==> src/rtl/sram_port_arbiter_pkg.sv <==
// Shared types and default tuning constants for the pixel-SRAM port arbiter.
package sram_port_arbiter_pkg;

    typedef enum logic [1:0] {
        IDLE   = 2'd0,
        RD_ACC = 2'd1,
        WR_ACC = 2'd2
    } arb_state_t;

    typedef enum logic {
        OWN_RD = 1'b0,
        OWN_WR = 1'b1
    } owner_t;

    localparam int DEF_MAX_BURST = 9;
    localparam int DEF_TIMEOUT   = 16;

    function automatic owner_t other_owner(input owner_t o);
        return (o == OWN_RD) ? OWN_WR : OWN_RD;
    endfunction

endpackage

==> src/rtl/sram_port_arbiter_if.sv <==
// Requester and memory-side signals of the arbiter, bundled for connection.
// Handshake: a requester raises *_req with stable addr/data and holds it until
// a one-cycle *_done or *_err pulse; the memory finishes an access in any cycle
// where mem_ready is high while a strobe is asserted.
interface sram_port_arbiter_if #(
    parameter int ADDR_W = 16,
    parameter int DATA_W = 8
);
    logic              rd_req;
    logic              rd_lock;
    logic [ADDR_W-1:0] rd_addr;
    logic              rd_done;
    logic [DATA_W-1:0] rd_rdata;
    logic              rd_err;
    logic              wr_req;
    logic [ADDR_W-1:0] wr_addr;
    logic [DATA_W-1:0] wr_wdata;
    logic              wr_done;
    logic              wr_err;
    logic              mem_read;
    logic              mem_write;
    logic [ADDR_W-1:0] mem_addr;
    logic [DATA_W-1:0] mem_wdata;
    logic [DATA_W-1:0] mem_rdata;
    logic              mem_ready;

    modport slave (
        input  rd_req, rd_lock, rd_addr, wr_req, wr_addr, wr_wdata, mem_rdata, mem_ready,
        output rd_done, rd_rdata, rd_err, wr_done, wr_err,
               mem_read, mem_write, mem_addr, mem_wdata
    );

    modport master (
        output rd_req, rd_lock, rd_addr, wr_req, wr_addr, wr_wdata, mem_rdata, mem_ready,
        input  rd_done, rd_rdata, rd_err, wr_done, wr_err,
               mem_read, mem_write, mem_addr, mem_wdata
    );

endinterface

==> src/rtl/sram_port_arbiter.sv <==
// Round-robin arbiter for the single pixel-SRAM port: reader bursts under lock,
// capped at MAX_BURST while the writer waits; accesses abort after TIMEOUT cycles.
module sram_port_arbiter
    import sram_port_arbiter_pkg::*;
#(
    parameter int ADDR_W    = 16,
    parameter int DATA_W    = 8,
    parameter int MAX_BURST = DEF_MAX_BURST,
    parameter int TIMEOUT   = DEF_TIMEOUT
) (
    input  logic                clk,
    input  logic                rst,
    sram_port_arbiter_if.slave  bus,
    output arb_state_t          dbg_state
);

    localparam int BW = $clog2(MAX_BURST + 1);
    localparam int TW = $clog2(TIMEOUT);
    localparam logic [BW-1:0] BURST_MAX = BW'(MAX_BURST);
    localparam logic [TW-1:0] TO_LAST   = TW'(TIMEOUT - 1);

    arb_state_t    state_q, state_d;
    owner_t        last_owner_q, last_owner_d;
    logic [BW-1:0] burst_cnt_q, burst_cnt_d;
    logic [TW-1:0] to_cnt_q, to_cnt_d;

    logic   in_acc;
    logic   timeout_hit;
    logic   finish;
    logic   lock_held;
    owner_t cur_owner;

    always_ff @(posedge clk or posedge rst) begin
        if (rst) begin
            state_q      <= IDLE;
            last_owner_q <= OWN_WR;
            burst_cnt_q  <= '0;
            to_cnt_q     <= '0;
        end else begin
            state_q      <= state_d;
            last_owner_q <= last_owner_d;
            burst_cnt_q  <= burst_cnt_d;
            to_cnt_q     <= to_cnt_d;
        end
    end

    assign in_acc      = (state_q != IDLE);
    assign cur_owner   = (state_q == WR_ACC) ? OWN_WR : OWN_RD;
    // Completion beats timeout when mem_ready arrives on the last allowed cycle.
    assign timeout_hit = in_acc && !bus.mem_ready && (to_cnt_q == TO_LAST);
    assign finish      = in_acc && (bus.mem_ready || timeout_hit);
    // Only the reader can lock; the cap applies only when the writer is contending.
    assign lock_held   = (last_owner_q == OWN_RD) && bus.rd_lock && (burst_cnt_q < BURST_MAX);

    always_comb begin
        state_d      = state_q;
        last_owner_d = last_owner_q;
        burst_cnt_d  = burst_cnt_q;
        to_cnt_d     = to_cnt_q;
        case (state_q)
            IDLE: begin
                to_cnt_d = '0;
                if (bus.rd_req && bus.wr_req) begin
                    if (lock_held) state_d = RD_ACC;
                    else state_d = (other_owner(last_owner_q) == OWN_RD) ? RD_ACC : WR_ACC;
                end else if (bus.rd_req) begin
                    state_d = RD_ACC;
                end else if (bus.wr_req) begin
                    state_d = WR_ACC;
                end
            end
            RD_ACC, WR_ACC: begin
                if (finish) begin
                    state_d      = IDLE;
                    last_owner_d = cur_owner;
                    if (cur_owner != last_owner_q) burst_cnt_d = BW'(1);
                    else if (burst_cnt_q < BURST_MAX) burst_cnt_d = burst_cnt_q + BW'(1);
                end else begin
                    to_cnt_d = to_cnt_q + TW'(1);
                end
            end
            default: state_d = IDLE;
        endcase
    end

    assign bus.mem_read  = (state_q == RD_ACC);
    assign bus.mem_write = (state_q == WR_ACC);
    assign bus.mem_addr  = (state_q == RD_ACC) ? bus.rd_addr :
                           (state_q == WR_ACC) ? bus.wr_addr : '0;
    assign bus.mem_wdata = (state_q == WR_ACC) ? bus.wr_wdata : '0;
    assign bus.rd_done   = (state_q == RD_ACC) && bus.mem_ready;
    assign bus.wr_done   = (state_q == WR_ACC) && bus.mem_ready;
    assign bus.rd_rdata  = bus.rd_done ? bus.mem_rdata : '0;
    assign bus.rd_err    = (state_q == RD_ACC) && timeout_hit;
    assign bus.wr_err    = (state_q == WR_ACC) && timeout_hit;
    assign dbg_state     = state_q;

endmodule

==> src/flat_wrapper.sv <==
// flat-port wrapper written by rule: the top's interface ports become plain ports
module sram_port_arbiter_flat import sram_port_arbiter_pkg::*;
#(
    parameter int ADDR_W    = 16,
    parameter int DATA_W    = 8,
    parameter int MAX_BURST = DEF_MAX_BURST,
    parameter int TIMEOUT   = DEF_TIMEOUT
)
  (clk, rst, dbg_state, bus_rd_req, bus_rd_lock, bus_rd_addr, bus_wr_req, bus_wr_addr, bus_wr_wdata, bus_mem_rdata, bus_mem_ready, bus_rd_done, bus_rd_rdata, bus_rd_err, bus_wr_done, bus_wr_err, bus_mem_read, bus_mem_write, bus_mem_addr, bus_mem_wdata);
  sram_port_arbiter_if #(.ADDR_W(ADDR_W), .DATA_W(DATA_W)) bus_i ();
  input  logic clk;
  input  logic rst;
  output arb_state_t dbg_state;
  input wire logic [$bits(bus_i.rd_req)-1:0] bus_rd_req;
  input wire logic [$bits(bus_i.rd_lock)-1:0] bus_rd_lock;
  input wire logic [$bits(bus_i.rd_addr)-1:0] bus_rd_addr;
  input wire logic [$bits(bus_i.wr_req)-1:0] bus_wr_req;
  input wire logic [$bits(bus_i.wr_addr)-1:0] bus_wr_addr;
  input wire logic [$bits(bus_i.wr_wdata)-1:0] bus_wr_wdata;
  input wire logic [$bits(bus_i.mem_rdata)-1:0] bus_mem_rdata;
  input wire logic [$bits(bus_i.mem_ready)-1:0] bus_mem_ready;
  output wire logic [$bits(bus_i.rd_done)-1:0] bus_rd_done;
  output wire logic [$bits(bus_i.rd_rdata)-1:0] bus_rd_rdata;
  output wire logic [$bits(bus_i.rd_err)-1:0] bus_rd_err;
  output wire logic [$bits(bus_i.wr_done)-1:0] bus_wr_done;
  output wire logic [$bits(bus_i.wr_err)-1:0] bus_wr_err;
  output wire logic [$bits(bus_i.mem_read)-1:0] bus_mem_read;
  output wire logic [$bits(bus_i.mem_write)-1:0] bus_mem_write;
  output wire logic [$bits(bus_i.mem_addr)-1:0] bus_mem_addr;
  output wire logic [$bits(bus_i.mem_wdata)-1:0] bus_mem_wdata;
  assign bus_i.rd_req = bus_rd_req;
  assign bus_i.rd_lock = bus_rd_lock;
  assign bus_i.rd_addr = bus_rd_addr;
  assign bus_i.wr_req = bus_wr_req;
  assign bus_i.wr_addr = bus_wr_addr;
  assign bus_i.wr_wdata = bus_wr_wdata;
  assign bus_i.mem_rdata = bus_mem_rdata;
  assign bus_i.mem_ready = bus_mem_ready;
  assign bus_rd_done = bus_i.rd_done;
  assign bus_rd_rdata = bus_i.rd_rdata;
  assign bus_rd_err = bus_i.rd_err;
  assign bus_wr_done = bus_i.wr_done;
  assign bus_wr_err = bus_i.wr_err;
  assign bus_mem_read = bus_i.mem_read;
  assign bus_mem_write = bus_i.mem_write;
  assign bus_mem_addr = bus_i.mem_addr;
  assign bus_mem_wdata = bus_i.mem_wdata;
  sram_port_arbiter #(.ADDR_W(ADDR_W), .DATA_W(DATA_W), .MAX_BURST(MAX_BURST), .TIMEOUT(TIMEOUT)) u_core (.clk(clk), .rst(rst), .bus(bus_i), .dbg_state(dbg_state));
endmodule
==> config.mk <==
export PLATFORM = sky130hd
export DESIGN_NAME = sram_port_arbiter_flat
export DESIGN_NICKNAME = d
export VERILOG_FILES = /design/src/rtl/sram_port_arbiter_pkg.sv /design/src/rtl/sram_port_arbiter_if.sv /design/src/rtl/sram_port_arbiter.sv /design/src/flat_wrapper.sv
export SDC_FILE = /design/constraint.sdc
export NUM_CORES = 1
export LEC_CHECK = 0
export BUFFER_PORTS_ARGS = -buffer_cell sky130_fd_sc_hd__buf_2
export CAP_MARGIN = 0
export CORE_AREA = 2 2 53 55
export DETAILED_ROUTE_END_ITERATION = 10
export DIE_AREA = 0 0 55 57
export PLACE_DENSITY = 0.94
export SLEW_MARGIN = 20
export SYNTH_ARGS = -nofsm -noshare
export SYNTH_HDL_FRONTEND = slang
export SYNTH_SLANG_ARGS = --single-unit
==> constraint.sdc <==
create_clock -name clk -period 4.2 [get_ports clk]
set_input_delay 0.42 -clock clk [delete_from_list [all_inputs] [get_ports clk]]
set_output_delay 0.42 -clock clk [all_outputs]
set_load 0.01 [all_outputs]
# --- Yosys cells after proc, flatten, opt, wreduce, memory -nomap -nowiden ---
# Index checks and enable logic that the tools add are counted.
word_totals:
  ff_bits: 11
  latch_bits: 0
  ramBits: 0
  mem_bits_ro: 0
  input_bits: 54
  output_inout_bits: 40
  word_cells: 52
  n_memories: 0
classes:
  addsub: 2
  mul: 0
  n_div: 0
  magnitude_cmp: 1
  eq_ne: 7
  n_shift: 0
  muxes: 16
  n_bitwise: 1
  n_reduce_logical: 21
ops:
  columns: ["cell", "count"]
  rows:
  - ["two-way mux 16 bit", 2]
  - ["two-way mux 8 bit", 2]
  - ["two-way mux 2 bit", 6]
  - ["two-way mux 4 bit", 3]
  - ["logical AND 1 bit", 10]
  - ["adder 4 x 1 -> 4 bit, second input constant", 2]
  - ["case mux 4 bit (2 select lines)", 1]
  - ["AND reduction 2 bit", 3]
  - ["nonzero test 2 bit", 3]
  - ["equality test 4 bit, second input constant", 1]
  - ["less-than comparator 4 bit, second input constant", 1]
  - ["!= test 4 x 3 -> 1 bit, second input constant", 1]
  - ["case mux 2 bit (2 select lines)", 1]
  - ["AND reduction 3 bit", 1]
  - ["equality test 2 x 1 -> 1 bit, second input constant", 1]
  - ["equality test 2 bit, second input constant", 1]
  - ["logical NOT 2 bit", 1]
  - ["!= test 2 x 1 -> 1 bit, second input constant", 1]
  - ["!= test 2 bit, second input constant", 1]
  - ["OR reduction 2 bit", 1]
  - ["logical NOT 1 bit", 1]
  - ["logical OR 1 bit", 1]
  - ["two-way mux 1 bit", 1]
  - ["!= test 1 bit", 1]
  - ["NOT 1 bit", 1]

# --- Depth between registers and ports, before layout ---
depth:
  ltp_word: 7
  depth_mapped: 7
  ltp_nobuf: 6

# --- Worst setup path before layout ---
# OpenSTA, ideal clock, no wires.
synth_timing:
  kind: "register to output"
  startpoint: "reg u_core.state_q[1] (netlist: u_core.dbg_state[1])"
  endpoint: "out bus_mem_addr[10]"
  t_arrival_ns: 1.547
  required_time_ns: 3.780
  setup_slack_ns: 2.233
  path_stages_with_launch: 7
  n_path_buf: 2
  cell_sequence: "dfrtp_1 > inv_1 > ha_1 > buf_2 > nor2b_1 > buf_2 > a22o_1"
synth_via:
  word_cells_on_any_way: 4
  classes_between: "2 x eq/ne; 2 x mux"
synth_rtl:
  columns: ["element", "line_no", "rtl"]
  rows:
  - ["from (decl)", "sram_port_arbiter.sv:22", "arb_state_t state_q, state_d;"]
  - ["from (signal assigned)", "sram_port_arbiter.sv:40", "state_q <= state_d;"]
  - ["equality test 2 x 1 -> 1 bit", null, null]
  - ["via bus_mem_read", "flat_wrapper.sv:27", "output wire logic [$bits(bus_i.mem_read)-1:0] bus_mem_read;"]
  - ["two-way mux 16 bit", "sram_port_arbiter.sv:88", "assign bus.mem_addr = (state_q == RD_ACC) ? bus.rd_addr :"]
  - ["to (decl)", "flat_wrapper.sv:29", "output wire logic [$bits(bus_i.mem_addr)-1:0] bus_mem_addr;"]
# The timed path passes the listed nets, and every way through them passes these cells.

# --- Final worst setup path ---
layout_timing:
  startpoint: "reg u_core.state_q[1] (netlist: u_core.dbg_state[1])"
  endpoint: "out bus_mem_addr[12]"
layout_via:
  elab_chain_cells: 3
  word_cells_on_any_way: 4
  classes_between: "2 x eq/ne; 2 x mux"
layout_rtl:
  columns: ["element", "line_no", "rtl"]
  rows:
  - ["equality test 2 bit", "sram_port_arbiter.sv:89", "(state_q == WR_ACC) ? bus.wr_addr : '0;"]
  - ["two-way mux 16 bit", "sram_port_arbiter.sv:89", null]
  - ["two-way mux 16 bit (*)", "sram_port_arbiter.sv:88", null]
# Every way passes the cells marked *; elsewhere a longest branch is shown, timed or not.

==> flow_metrics.tcl <==
set metrics [dict create \
    design.die.area_um2 3140 \
    ys.flop_type "sky130_fd_sc_hd__dfrtp_1" \
    floorplan.io_pins 94 \
    synthesis.yosys.warnings 0 \
    grt_pass1_wl_um 4840 \
    path_buf_inv 2 \
    status "complete, no violations" \
    finalSetupViolations 0 \
    max_cap_violations 0 \
    critical_path_class "reg -> out" \
    globalRoute.totalOverflow 0 \
    timing.final.ws_setup_ns 1.39 \
    initial_utilization_pct 37.2 \
    grt_use_total_pct 21.6 \
    core_region_area_um2 2620 \
    p_leak_uw 0.000892 \
    critical_path_peak_fanout 29 \
    finalCritPeriodShare_pct 66.9 \
    finalNonFillerCells 234 \
    cts_made_buffers 3 \
    hold_class "in -> async" \
    max-vdd-ir-drop_v 0.000335 \
    clk_path_buf_depth 2 \
    clkSinkCount 11 \
    synth_sequential_area_ratio_pct 28.4 \
    number_of_antenna_violations_at_the_first_check_in_global_routing 0 \
    place_worst_setup_slack_ns 1.70 \
    count_of_buffers_added_by_post_cts_timing_repair_for_setup 0 \
    final_common_cell "sky130_fd_sc_hd__buf_2" \
    post_synth_fa_ha_maj_area_fraction_pct 7.71 \
    r2r.worst_path.cells 6 \
    post-dp-hpwl_um 2810 \
    cts-resized-gates 0 \
    final_util_pct 56.4 \
    synth_nets 173 \
    synth.lib_cells_used.distinct 33 \
    port-buffer-count 93 \
    cp.required_ns 3.78 \
    wl_cell_um 14.7 \
    critical_path.cell_chain "inv_1 > ha_1 > nor2b_1 > a22o_1 > buf_2" \
    main_combinational_cell_family_by_area_after_synthesis "compound AO/OA/AOI/OAI gates" \
    grt_pass1_vias 1051 \
    critical-path-top-delay-family "simple AND/OR/NAND/NOR gates" \
    yosys.area_share.xor_xnor_pct 0.900 \
    n_antenna_cell 0 \
    tightest_slew_ns 0.884 \
    cts_tree "built" \
    timing.max_slew.rel_slack_pct 41.0 \
    drc_errors 0 \
    fin_nets 264 \
    layout_common_cells "sky130_fd_sc_hd__buf_2 (93), sky130_fd_sc_hd__a22o_1 (16), sky130_fd_sc_hd__and2_1 (12), sky130_fd_sc_hd__dfrtp_1 (10), sky130_fd_sc_hd__and3_1 (9)" \
    crit_path_top_delay_cell "sky130_fd_sc_hd__nor2b_1" \
    detailedRoute.firstIterationViolations 19 \
    synthToLayoutAreaGrowth_pct 51.4 \
    report.final.slew_viol_count 0 \
    final_layout_size_suffix_gt1_share_pct 49.8 \
    globalplace.congestion 0.853 \
    cp.arrival_ns 2.39 \
    synthesis.instances 113 \
    synth-edff-count 0 \
    cts-root-buf "sky130_fd_sc_hd__clkbuf_4" \
    wirelength_um 3450 \
    placement_rows 19 \
    synth.cell_area_um2 973 \
    crit_cells 5 \
    postSynth.asyncResetShare_pct 100 \
    post_synth_and_or_nand_nor_area_fraction_pct 25.8 \
    finalClockSkew_ns 0.00854 \
    critical-path-max-stage-delay_ns 0.81 \
    clock_latency_on_the_worst_skew_pair_ns 0.28 \
    dieWidth_um 55 \
    synth_compound_gate_area_share_pct 28.1 \
    maxClockFrequency_mhz 356 \
    viasPerCell 5.08 \
    placed_cells_incl_taps 230 \
    total_via_count_in_the_routed_design 1188 \
    synth.area.mux_share_pct 3.21 \
    cts_hold_repair.buffers 0 \
    grt_setup_unrepaired "no" \
    post-route-min-period_ns 2.81 \
    pin_count_of_the_biggest_net_entering_global_routing 30 \
    synth-seq-cells 11 \
    detailedRoute.firstPassIterationCount 4 \
    hold_viol 0 \
    timing.setup.tns_ns 0 \
    timing.critical_path.from_type "flip-flop" \
    drt.antenna.violating_nets 0 \
    die_h_um 57 \
    end_kind "output pin" \
    synth.avg_cell_area_um2 8.61 \
    h_tree_lvls 1 \
    p_per_area_nw_per_um2 561 \
    path_clk_slew_ns 0.07 \
]
Yosys cell counts (2+ instances only):
cell,instances,area [um^2]
sky130_fd_sc_hd__nand3_1,2,10.0
sky130_fd_sc_hd__ha_1,6,75.1
sky130_fd_sc_hd__mux2i_1,2,20.0
sky130_fd_sc_hd__clkbuf_1,4,15.0
sky130_fd_sc_hd__inv_1,7,26.3
sky130_fd_sc_hd__nand2_1,8,30.0
sky130_fd_sc_hd__a21oi_1,3,15.0
sky130_fd_sc_hd__a22o_1,16,140
sky130_fd_sc_hd__dfrtp_1,10,250
sky130_fd_sc_hd__nor4b_1,2,17.5
sky130_fd_sc_hd__nor2_1,3,11.3
sky130_fd_sc_hd__a211oi_1,2,15.0
sky130_fd_sc_hd__nand2b_1,2,12.5
sky130_fd_sc_hd__buf_2,3,15.0
sky130_fd_sc_hd__o21ai_0,6,30.0
sky130_fd_sc_hd__and2_1,12,75.1
sky130_fd_sc_hd__and3_1,9,56.3
path summary, 6_finish.rpt:
kind	slack (ns)	end	startpoint
max	1.39	bus_mem_addr[12]	u_core.dbg_state[1]
min	0.13	u_core.burst_cnt_q[3]	rst
max reg2reg	2.28	u_core.burst_cnt_q[1]	u_core.dbg_state[0]
min reg2reg	0.55	u_core.to_cnt_q[0]	u_core.to_cnt_q[0]
max in group asynchronous	3.73	u_core.last_owner_q	rst
min in group clk	0.45	u_core.dbg_state[0]	bus_rd_req
per-stage QoR:
| stage | power, uW | hold WS [ns] | instance area [um^2] |
|---|---|---|---|
| 6_report | 827 | 0.126 | 1470 |
| 3_5_place_dp | 750 | 0.431 | 1450 |
| 4_1_cts | 831 | 0.132 | 1470 |
| 3_3_place_gp | 732 | 0.428 | 1450 |
| 5_1_grt | 898 | 0.169 | 1470 |
| 2_1_floorplan | 565 | 0.272 | 973 |
flip-flops by register name, indices dropped and copies added (netlist names):
name	cells
u_core.dbg_state	2
u_core.to_cnt_q	4
u_core.last_owner_q	1
u_core.burst_cnt_q	4
final cells by class:
| type | instances | area, um^2 |
|---|---|---|
| fillers | 248 | 1140 |
| multi-input cells | 88 | 641 |
| repair buffers | 93 | 465 |
| flip-flops and latches | 11 | 277 |
| well taps | 31 | 38.8 |
| clock buffers | 4 | 26.3 |
| inverters | 7 | 26.3 |
cell families after synthesis:
logic type      after synthesis
flops                        11
mux                           3
simple gates                 42
fa+ha+maj                     6
xor+xnor                      1
compound gates               36
buf+inv                      14
per-layer routing:
| metal | routed length, um | global-route usage (%) | vias up |
|---|---|---|---|
| met3 | 328 | 2.62 | 5 |
| met1 | 1480 | 28.2 | 530 |
| li1 | - | - | 593 |
| met2 | 1610 | 36.7 | 60 |
| met4 | 39 | 6.27 | 0 |
| met5 | 0 | 0 | - |
worst register-to-register path, delay by kind of cell, from the launching register on:
family	cells	cell delay, ns
AND/OR/NAND/NOR	1	0.19
adder cells (fa/ha/maj)	1	0.44
buffers and inverters	2	0.17
AO/OA/AOI/OAI	1	0.23
flip-flops	1	0.39
XOR/XNOR	1	0.40
report_power, final:
part / internal, uW / switching [uW]
clock network: 36.9 / 36.6
registers: 148 / 36.5
logic: 250 / 319
Power figures use the tool's default switching activity.
